<file path="config.mk">
export PLATFORM = sky130hd
export DESIGN_NAME = z88_xmem_bridge_flat
export DESIGN_NICKNAME = d
export VERILOG_FILES = /design/src/rtl/z88_xmem_bridge_pkg.sv /design/src/rtl/z88_xmem_bridge_if.sv /design/src/rtl/z88_xmem_bridge.sv /design/src/flat_wrapper.sv
export SDC_FILE = /design/constraint.sdc
export NUM_CORES = 1
export LEC_CHECK = 0
export CAP_MARGIN = 20
export CORE_MARGIN = 2
export CORE_UTILIZATION = 35
export DETAILED_ROUTE_END_ITERATION = 8
export GPL_TIMING_DRIVEN = 0
export HOLD_SLACK_MARGIN = 0.06
export PLACE_DENSITY = 0.68
export SYNTH_ARGS = -nofsm -noshare
export SYNTH_HDL_FRONTEND = slang
export SYNTH_SLANG_ARGS = --single-unit
export TNS_END_PERCENT = 50
</file>
<file path="constraint.sdc">
create_clock -name clk -period 2.9 [get_ports clk]
set_clock_uncertainty 0.05 [all_clocks]
set_input_delay 0.58 -clock clk [delete_from_list [all_inputs] [get_ports clk]]
set_output_delay 0.58 -clock clk [all_outputs]
set_load 0.02 [all_outputs]
</file>
<file path="src/rtl/z88_xmem_bridge_pkg.sv">
// ---------------------------------------------------------------------------
// z88_pkg
// Shared definitions for the Z88 external-memory bridge: FSM state encoding,
// device data-width legality check and byte-lane count helper.
// No ports (package).
// ---------------------------------------------------------------------------
package z88_pkg;

    typedef logic [2:0] state_t;

    localparam state_t ST_IDLE  = 3'd0;
    localparam state_t ST_RD    = 3'd1;
    localparam state_t ST_WR_SU = 3'd2;
    localparam state_t ST_WR_P  = 3'd3;
    localparam state_t ST_WR_H  = 3'd4;
    localparam state_t ST_DONE  = 3'd5;

    function automatic bit mem_dw_legal(input int dw);
        return (dw == 8) || (dw == 16);
    endfunction

    function automatic int lane_count(input int dw);
        return dw / 8;
    endfunction

endpackage

</file>
<file path="src/rtl/z88_xmem_bridge_if.sv">
// ---------------------------------------------------------------------------
// z88_xmem_bridge_if
// Host-side request/acknowledge bus between the Z88 core and one memory
// bridge instance.
//   req, we, addr, wdata : host -> bridge (sampled together on accept)
//   rdata, ack, busy     : bridge -> host
// Modports: master (Z88 core side), slave (bridge side).
// ---------------------------------------------------------------------------
interface z88_xmem_bridge_if #(
    parameter int HOST_AW = 19
) ();
    logic               req;
    logic               we;
    logic [HOST_AW-1:0] addr;
    logic [7:0]         wdata;
    logic [7:0]         rdata;
    logic               ack;
    logic               busy;

    modport master (output req, we, addr, wdata, input rdata, ack, busy);
    modport slave  (input req, we, addr, wdata, output rdata, ack, busy);
endinterface

</file>
<file path="src/rtl/z88_xmem_bridge.sv">
// ---------------------------------------------------------------------------
// z88_xmem_bridge
// Sequenced bridge from the Z88 8-bit host bus to one external async SRAM or
// flash device (8 or 16 bits wide). Generates timed CE/OE/WE strobes with
// write setup/hold, registers address/byte-enables for the whole access and
// captures read data into rdata.
// Ports:
//   clk, reset_n      clock, async active-low reset
//   host (slave)      req/we/addr/wdata in, rdata/ack/busy out
//   mem_addr          device word address
//   mem_dq_o/oe/i     data pad out, pad output enable, data pad in
//   mem_ce_n/oe_n/we_n strobes
//   mem_be_n          byte enables, bit0 = low lane
// All pad outputs are registered from the state, so they trail the state
// register by one cycle; ack therefore appears the cycle after DONE.
//
// state    | meaning
// ---------+----------------------------------------------
// IDLE     | waiting for req (ignored while busy is high)
// RD       | CE/OE low, RD_WAIT+1 cycles
// WR_SU    | CE low, data driven, WE high (setup)
// WR_P     | WE low, WR_WAIT+1 cycles
// WR_H     | WE high, data still driven (hold)
// DONE     | strobes released, ack issued next cycle
// ---------------------------------------------------------------------------
module z88_xmem_bridge
    import z88_pkg::*;
#(
    parameter int HOST_AW   = 19,
    parameter int MEM_DW    = 16,
    parameter int RD_WAIT   = 1,
    parameter int WR_WAIT   = 1,
    parameter bit WR_ENABLE = 1'b1
) (
    input  logic                          clk,
    input  logic                          reset_n,
    z88_xmem_bridge_if.slave              host,
    output logic [HOST_AW-MEM_DW/16-1:0]  mem_addr,
    output logic [MEM_DW-1:0]             mem_dq_o,
    output logic                          mem_dq_oe,
    input  logic [MEM_DW-1:0]             mem_dq_i,
    output logic                          mem_ce_n,
    output logic                          mem_oe_n,
    output logic                          mem_we_n,
    output logic [MEM_DW/8-1:0]           mem_be_n
);

    localparam int NLANE = lane_count(MEM_DW);
    localparam int MAW   = HOST_AW - MEM_DW / 16;

    generate
        if (!mem_dw_legal(MEM_DW)) begin : g_bad_dw
            $error("z88_xmem_bridge: MEM_DW must be 8 or 16");
        end
        if (RD_WAIT < 0 || RD_WAIT > 15 || WR_WAIT < 0 || WR_WAIT > 15) begin : g_bad_wait
            $error("z88_xmem_bridge: RD_WAIT/WR_WAIT must be 0..15");
        end
    endgenerate

    state_t           state;
    logic [3:0]       wait_cnt;
    logic             lat_we;
    logic             lat_hi;
    logic [7:0]       rdata_q;
    logic             ack_q;
    logic             busy_q;
    logic [MAW-1:0]   addr_acc;
    logic [NLANE-1:0] be_acc;
    logic [7:0]       lane_byte;

    assign host.rdata = rdata_q;
    assign host.ack   = ack_q;
    assign host.busy  = busy_q;

    // Host byte address -> device word address / lane select.
    generate
        if (MEM_DW == 16) begin : g_w16
            assign addr_acc  = host.addr[HOST_AW-1:1];
            assign be_acc    = host.addr[0] ? 2'b01 : 2'b10;
            assign lane_byte = lat_hi ? mem_dq_i[15:8] : mem_dq_i[7:0];
        end else begin : g_w8
            assign addr_acc  = host.addr;
            assign be_acc    = '0;
            assign lane_byte = mem_dq_i[7:0];
        end
    endgenerate

    always_ff @(posedge clk or negedge reset_n) begin
        if (!reset_n) begin
            state     <= ST_IDLE;
            wait_cnt  <= '0;
            lat_we    <= 1'b0;
            lat_hi    <= 1'b0;
            mem_addr  <= '0;
            mem_be_n  <= '1;
            mem_dq_o  <= '0;
            mem_dq_oe <= 1'b0;
            mem_ce_n  <= 1'b1;
            mem_oe_n  <= 1'b1;
            mem_we_n  <= 1'b1;
            rdata_q   <= '0;
            ack_q     <= 1'b0;
            busy_q    <= 1'b0;
        end else begin
            // OE and dq_oe decode from disjoint states, so they never overlap.
            mem_ce_n  <= !(state inside {ST_RD, ST_WR_SU, ST_WR_P, ST_WR_H});
            mem_oe_n  <= (state != ST_RD);
            mem_we_n  <= (state != ST_WR_P);
            mem_dq_oe <= (state inside {ST_WR_SU, ST_WR_P, ST_WR_H});
            ack_q     <= (state == ST_DONE);
            if (ack_q) busy_q <= 1'b0;

            case (state)
                ST_IDLE: begin
                    // busy_q still high during the ack cycle keeps one idle gap.
                    if (host.req && !busy_q) begin
                        busy_q   <= 1'b1;
                        lat_we   <= host.we;
                        lat_hi   <= host.addr[0];
                        mem_addr <= addr_acc;
                        mem_be_n <= be_acc;
                        if (!host.we) begin
                            state    <= ST_RD;
                            wait_cnt <= 4'(RD_WAIT);
                        end else if (WR_ENABLE) begin
                            state    <= ST_WR_SU;
                            mem_dq_o <= {NLANE{host.wdata}};
                        end else begin
                            state <= ST_DONE;
                        end
                    end
                end
                ST_RD: begin
                    if (wait_cnt == 4'd0) state <= ST_DONE;
                    else                  wait_cnt <= wait_cnt - 4'd1;
                end
                ST_WR_SU: begin
                    state    <= ST_WR_P;
                    wait_cnt <= 4'(WR_WAIT);
                end
                ST_WR_P: begin
                    if (wait_cnt == 4'd0) state <= ST_WR_H;
                    else                  wait_cnt <= wait_cnt - 4'd1;
                end
                ST_WR_H: state <= ST_DONE;
                ST_DONE: begin
                    state <= ST_IDLE;
                    // Pads still show the last RD cycle here, so this is the capture edge.
                    if (!lat_we) rdata_q <= lane_byte;
                end
                default: state <= ST_IDLE;
            endcase
        end
    end

endmodule

</file>
<file path="src/flat_wrapper.sv">
// flat-port wrapper written by rule: the top's interface ports become plain ports
module z88_xmem_bridge_flat import z88_pkg::*;
#(
    parameter int HOST_AW   = 19,
    parameter int MEM_DW    = 16,
    parameter int RD_WAIT   = 1,
    parameter int WR_WAIT   = 1,
    parameter bit WR_ENABLE = 1'b1
)
  (clk, reset_n, mem_addr, mem_dq_o, mem_dq_oe, mem_dq_i, mem_ce_n, mem_oe_n, mem_we_n, mem_be_n, host_req, host_we, host_addr, host_wdata, host_rdata, host_ack, host_busy);
  z88_xmem_bridge_if #(.HOST_AW(HOST_AW)) host_i ();
  input  logic clk;
  input  logic reset_n;
  output logic [HOST_AW-MEM_DW/16-1:0] mem_addr;
  output logic [MEM_DW-1:0] mem_dq_o;
  output logic mem_dq_oe;
  input  logic [MEM_DW-1:0] mem_dq_i;
  output logic mem_ce_n;
  output logic mem_oe_n;
  output logic mem_we_n;
  output logic [MEM_DW/8-1:0] mem_be_n;
  input wire logic [$bits(host_i.req)-1:0] host_req;
  input wire logic [$bits(host_i.we)-1:0] host_we;
  input wire logic [$bits(host_i.addr)-1:0] host_addr;
  input wire logic [$bits(host_i.wdata)-1:0] host_wdata;
  output wire logic [$bits(host_i.rdata)-1:0] host_rdata;
  output wire logic [$bits(host_i.ack)-1:0] host_ack;
  output wire logic [$bits(host_i.busy)-1:0] host_busy;
  assign host_i.req = host_req;
  assign host_i.we = host_we;
  assign host_i.addr = host_addr;
  assign host_i.wdata = host_wdata;
  assign host_rdata = host_i.rdata;
  assign host_ack = host_i.ack;
  assign host_busy = host_i.busy;
  z88_xmem_bridge #(.HOST_AW(HOST_AW), .MEM_DW(MEM_DW), .RD_WAIT(RD_WAIT), .WR_WAIT(WR_WAIT), .WR_ENABLE(WR_ENABLE)) u_core (.clk(clk), .reset_n(reset_n), .host(host_i), .mem_addr(mem_addr), .mem_dq_o(mem_dq_o), .mem_dq_oe(mem_dq_oe), .mem_dq_i(mem_dq_i), .mem_ce_n(mem_ce_n), .mem_oe_n(mem_oe_n), .mem_we_n(mem_we_n), .mem_be_n(mem_be_n));
endmodule
</file>
# Word-level counts from Yosys, hierarchy flattened
# Cells that the tools add are included.
# W data, S select, Z words.
dict set report totals {
  output_inout_bits 50
  regBits 59
  elab_cells 56
}
dict set report op_classes {
  bitwise_logic 1
  n_mux 14
  n_eq_ne 12
  n_addsub 1
  n_reduce_logical 14
}
# op count
set ops {}
lappend ops {{$pmux W3 S5} 1}
lappend ops {{$mux W4} 3}
lappend ops {{$pmux W4 S3} 1}
lappend ops {{$mux W3} 3}
lappend ops {{$mux W8} 1}
lappend ops {{$ne A2 B2 Y1 const B} 4}
lappend ops {{$eq A3 B2 Y1 const B} 2}
lappend ops {{$eq A3 B3 Y1 const B} 2}
lappend ops {{$reduce_and A3 Y1} 2}
lappend ops {{$reduce_bool A3 Y1} 2}
lappend ops {{$logic_not A4 Y1} 1}
lappend ops {{$mux W2} 2}
lappend ops {{$reduce_and A2 Y1} 2}
lappend ops {{$reduce_and A4 Y1} 1}
lappend ops {{$reduce_bool A4 Y1} 1}
lappend ops {{$sub A4 B1 Y4 const B} 1}
lappend ops {{$eq A3 B1 Y1 const B} 1}
lappend ops {{$logic_not A3 Y1} 1}
lappend ops {{$mux W1} 3}
lappend ops {{$ne A3 B1 Y1 const B} 1}
lappend ops {{$ne A3 B2 Y1 const B} 1}
lappend ops {{$logic_not A1 Y1} 2}
lappend ops {{$ne A2 B1 Y1 const B} 1}
lappend ops {{$reduce_or A2 Y1} 1}
lappend ops {{other kinds (2)} 2}

# Depth between registers and ports, before layout
dict set report depth {
  ltp_word 4
  ltp_mapped 5
}

# Worst setup path before layout
# Ideal clock, no wire load.
dict set report synth_timing {
  kind {input to register}
  startpoint {input port host_we}
  endpoint {register u_core.wait_cnt[3]}
  t_arrival_ns 1.523
  stages 3
  setup_slack_ns 1.209
  n_path_buf 0
  required_ns 2.732
  setup_ns 0.118
  path_cell_list {or3b_1 -> a221o_2 -> a21o_1}
}
dict set report synth_via {
  elab_chain_cells 2
}
# element line_no
set synth_rtl {}
lappend synth_rtl {{start, declared} flat_wrapper.sv:23} ;# input wire logic [$bits(host_i.we)-1:0] host_we;
lappend synth_rtl {{$ne A2 B2 Y1 (no source line)} --}
lappend synth_rtl {{$reduce_and A4 Y1 (no source line)} --}
lappend synth_rtl {{end signal, assigned} z88_xmem_bridge.sv:124} ;# wait_cnt <= 4'(RD_WAIT);
lappend synth_rtl {{end signal, assigned} z88_xmem_bridge.sv:135} ;# else wait_cnt <= wait_cnt - 4'd1;
lappend synth_rtl {{end signal, assigned} z88_xmem_bridge.sv:139} ;# wait_cnt <= 4'(WR_WAIT);
lappend synth_rtl {{end, declared} z88_xmem_bridge.sv:61} ;# logic [3:0] wait_cnt;
# Every way passes these cells.
# A chain may end at the register's enable or synchronous reset.

# Final worst setup path
dict set report layout_timing {
  startpoint {register u_core.mem_be_n[0]}
  endpoint {output port mem_be_n[0]}
}
# element line_no
set layout_rtl {}
lappend layout_rtl {{start, declared} z88_xmem_bridge.sv:45} ;# output logic [MEM_DW/8-1:0] mem_be_n
lappend layout_rtl {{start signal, assigned} z88_xmem_bridge.sv:95} ;# mem_be_n <= '1;
lappend layout_rtl {{start signal, assigned} z88_xmem_bridge.sv:121} ;# mem_be_n <= be_acc;
lappend layout_rtl {{end, declared} flat_wrapper.sv:21} ;# output logic [MEM_DW/8-1:0] mem_be_n;
# No word-level cell between the ends.

==> impl_metrics.ini <==
[critical_path]
path_delay_family = buffers and inverters
max_stage_delay_ns = 0.61
crit_chain = clkdlybuf4s50_1
cp.buffers_inverters = 1
path_class = reg -> out
start_kind = flip-flop
crit_fanout = 2
crit_path_end_kind = output pin
cpMaxStageDelayCell = clkdlybuf4s50_1
arrival_ns = 1.45
worstPathRequired_ns = 2.27

[synthesis]
synth_flop_cell = dfrtp_1
synth_top_cell_area_share_pct = 50.8
syn_avg_cell_area_um2 = 13.8
yosysSeqAreaShare_pct = 56.6
synth_edf_count = 0
yosysUniqueCellTypes = 42
synthArstFlopShare_pct = 100
synth.cell_area_mm2 = 0.00227
synthesis.nets = 212
synth_seq_cells = 51
yosysTopAreaCell = dfrtp_1
yosysWarnings = 0
synthTopCellsByArea = dfrtp_1, mux2_4, dfstp_2
syn-instance-count = 164

[layout]
fin_util_pct = 54.7
diodes = 0
fill_cells = 554
drive_above_1_share_pct = 24.9
areaGrowthSynthToFinish_pct = 52.3
nets = 316

[sta]
tightest_slew_ns = 0.666
maxSlewViolCount = 0
period_needed_ns = 2.08
period_share_pct = 71.7
hold_viol = 0
relSlewSlack_pct = 55.6
fin_ws_ns = 0.822
max_freq_mhz = 481
finalSetupViolCount = 0
rsz0062_at_grt = no

[floorplan]
io_pins = 97
dieHeight_um = 84.5
start_util_pct = 35.9
die_w_um = 84.5
dieArea_mm2 = 0.00714
core_area_mm2 = 0.00631
num_rows = 29

[route]
routed_via_density = 4.63
drtIter0Drc = 18
vias = 1602
ant_nets = 0
drt-total-wl_um = 4710
wl_per_cell_um = 13.6
drt_first_pass_iters = 4
drc = 0

[cts]
path_clk_slew_ns = 0.09
post_cts_buffers = 0
cts.root.buffer_cell = clkbuf_8
cts-resized-gates = 0
cts.sinks = 51
cts-buffers-inserted = 5
cts_tree = built
ctsHoldBuffers = 0
htree_num_levels = 2
clk_path_buf_depth = 2
clk_latency_ns = 0.30

[pwr]
powerDensity_mw_per_mm2 = 1120
irDropWorstVdd_mv = 0.477
p_leak_nw = 1.57

[placement]
port_buffers = 96
pre_cts_slack_ns = 0.529
hpwl_um = 3470
place_congestion = 0.696

[global_route]
antenna_found_initial = 0
grt_max_degree = 30
grtUsageTotal_pct = 13.7
grt_pass1_vias = 1594
grt_pass1_wl_um = 7870
grt.overflow.total = 0

[worst_hold_path]
hp-class = in -> async

[outcome]
status = completed

[job]
max_cap_viol_count = 0
## flip-flops by register name, summed over array words and instances (netlist names), 2 cells and up
signal,count
u_core.mem_addr,18
u_core.host.rdata,8
u_core.mem_dq_o,8
u_core.wait_cnt,4
u_core.state,3
u_core.mem_be_n,2
## path summary, 6_finish.rpt
check | end | cells after the start | slack [ns] | start
setup / recovery | mem_be_n[0] | 1 | 0.82 | u_core.mem_be_n[0]$_DFFE_PN1P_
hold reg to reg | u_core.mem_be_n[1]$_DFFE_PN1P_ | 2 | 0.43 | u_core.mem_be_n[1]$_DFFE_PN1P_
min in group clk | u_core.mem_be_n[1]$_DFFE_PN1P_ | 2 | 0.43 | u_core.mem_be_n[1]$_DFFE_PN1P_
hold / removal | u_core.wait_cnt[0]$_DFFE_PN0P_ | 1 | 0.19 | reset_n
max in group asynchronous | u_core.mem_ce_n$_DFF_PN1_ | 2 | 2.01 | reset_n
setup reg to reg | u_core.wait_cnt[1]$_DFFE_PN0P_ | 5 | 1.16 | u_core.wait_cnt[0]$_DFFE_PN0P_
## layout by cell type (no fill, tap or decap), types with 2 or more instances in the layout
master / count
and3_2: 2
inv_1: 5
dfrtp_1: 46
nand2b_1: 2
a21oi_1: 10
mux2_4: 17
a21o_1: 3
buf_2: 2
buf_6: 3
clkdlybuf4s50_1: 95
mux2i_1: 11
dfstp_2: 5
o21ai_0: 3
buf_4: 8
mux2_2: 11
nor2_1: 10
clkbuf_8: 5
## per-stage QoR
stage | instance area (um^2) | setup TNS, ns | hold WS, ns | power (mW) | cells
after floorplan | 2270 | 0 | 0.234 | 2.50 | 164
final | 3450 | 0 | 0.192 | 3.86 | 346
after detailed placement | 3340 | 0 | 0.418 | 3.39 | 338
after global routing | 3450 | 0 | 0.229 | 4.10 | 346
after CTS | 3450 | 0 | 0.199 | 3.91 | 346
after global placement | 3320 | -18.10 | 0.412 | 3.36 | 337
## power breakdown
group / leakage, nW / internal [mW] / total, mW / switching (mW)
sequential: 0.604 / 1.07 / 1.27 / 0.201
combinational: 0.907 / 1.16 / 2.09 / 0.930
clock: 0.0581 / 0.257 / 0.494 / 0.237
total: 1.57 / 2.49 / 3.86 / 1.37
## cell families (layout without fill, tap and decap cells)
group                      count (synthesis)  after routing  share of synthesized area (%)
DFF                                       51             51                           56.6
buffers and inverters                     20            125                           5.74
adders and majority gates                  1              1                          0.552
AOI/OAI and AO/OA                         23             23                           6.68
and+or+nand+nor                           29             29                           8.50
muxes                                     39             39                           21.6
xor gates and xnor gates                   1              1                          0.386
## final cells by class
type,instances,area (um^2),area share [%]
multi-input cells,93,855,24.8
clock inverters,3,43.8,1.27
well taps,77,96.3,2.79
flip-flops and latches,51,1280,37.2
plain buffers,15,111,3.23
repair buffers,97,976,28.3
clock buffers,5,68.8,1.99
inverters,5,18.8,0.544
## cell usage after synthesis, drive strengths merged (2+ instances only)
master,number
a21o,4
a21oi,10
and3,2
buf,13
clkbuf,2
dfrtp,46
dfstp,5
inv,5
mux2,28
mux2i,11
nand2b,2
nor2,10
nor3,2
nor4,2
o21ai,3
or3b,2
## routing by layer
metal,global-route usage [%],wire [um]
met1,19.2,2170
met2,20.1,2180
met3,4.42,308
met4,4.33,55
met5,0,0
(Power assumes the default switching activity.)
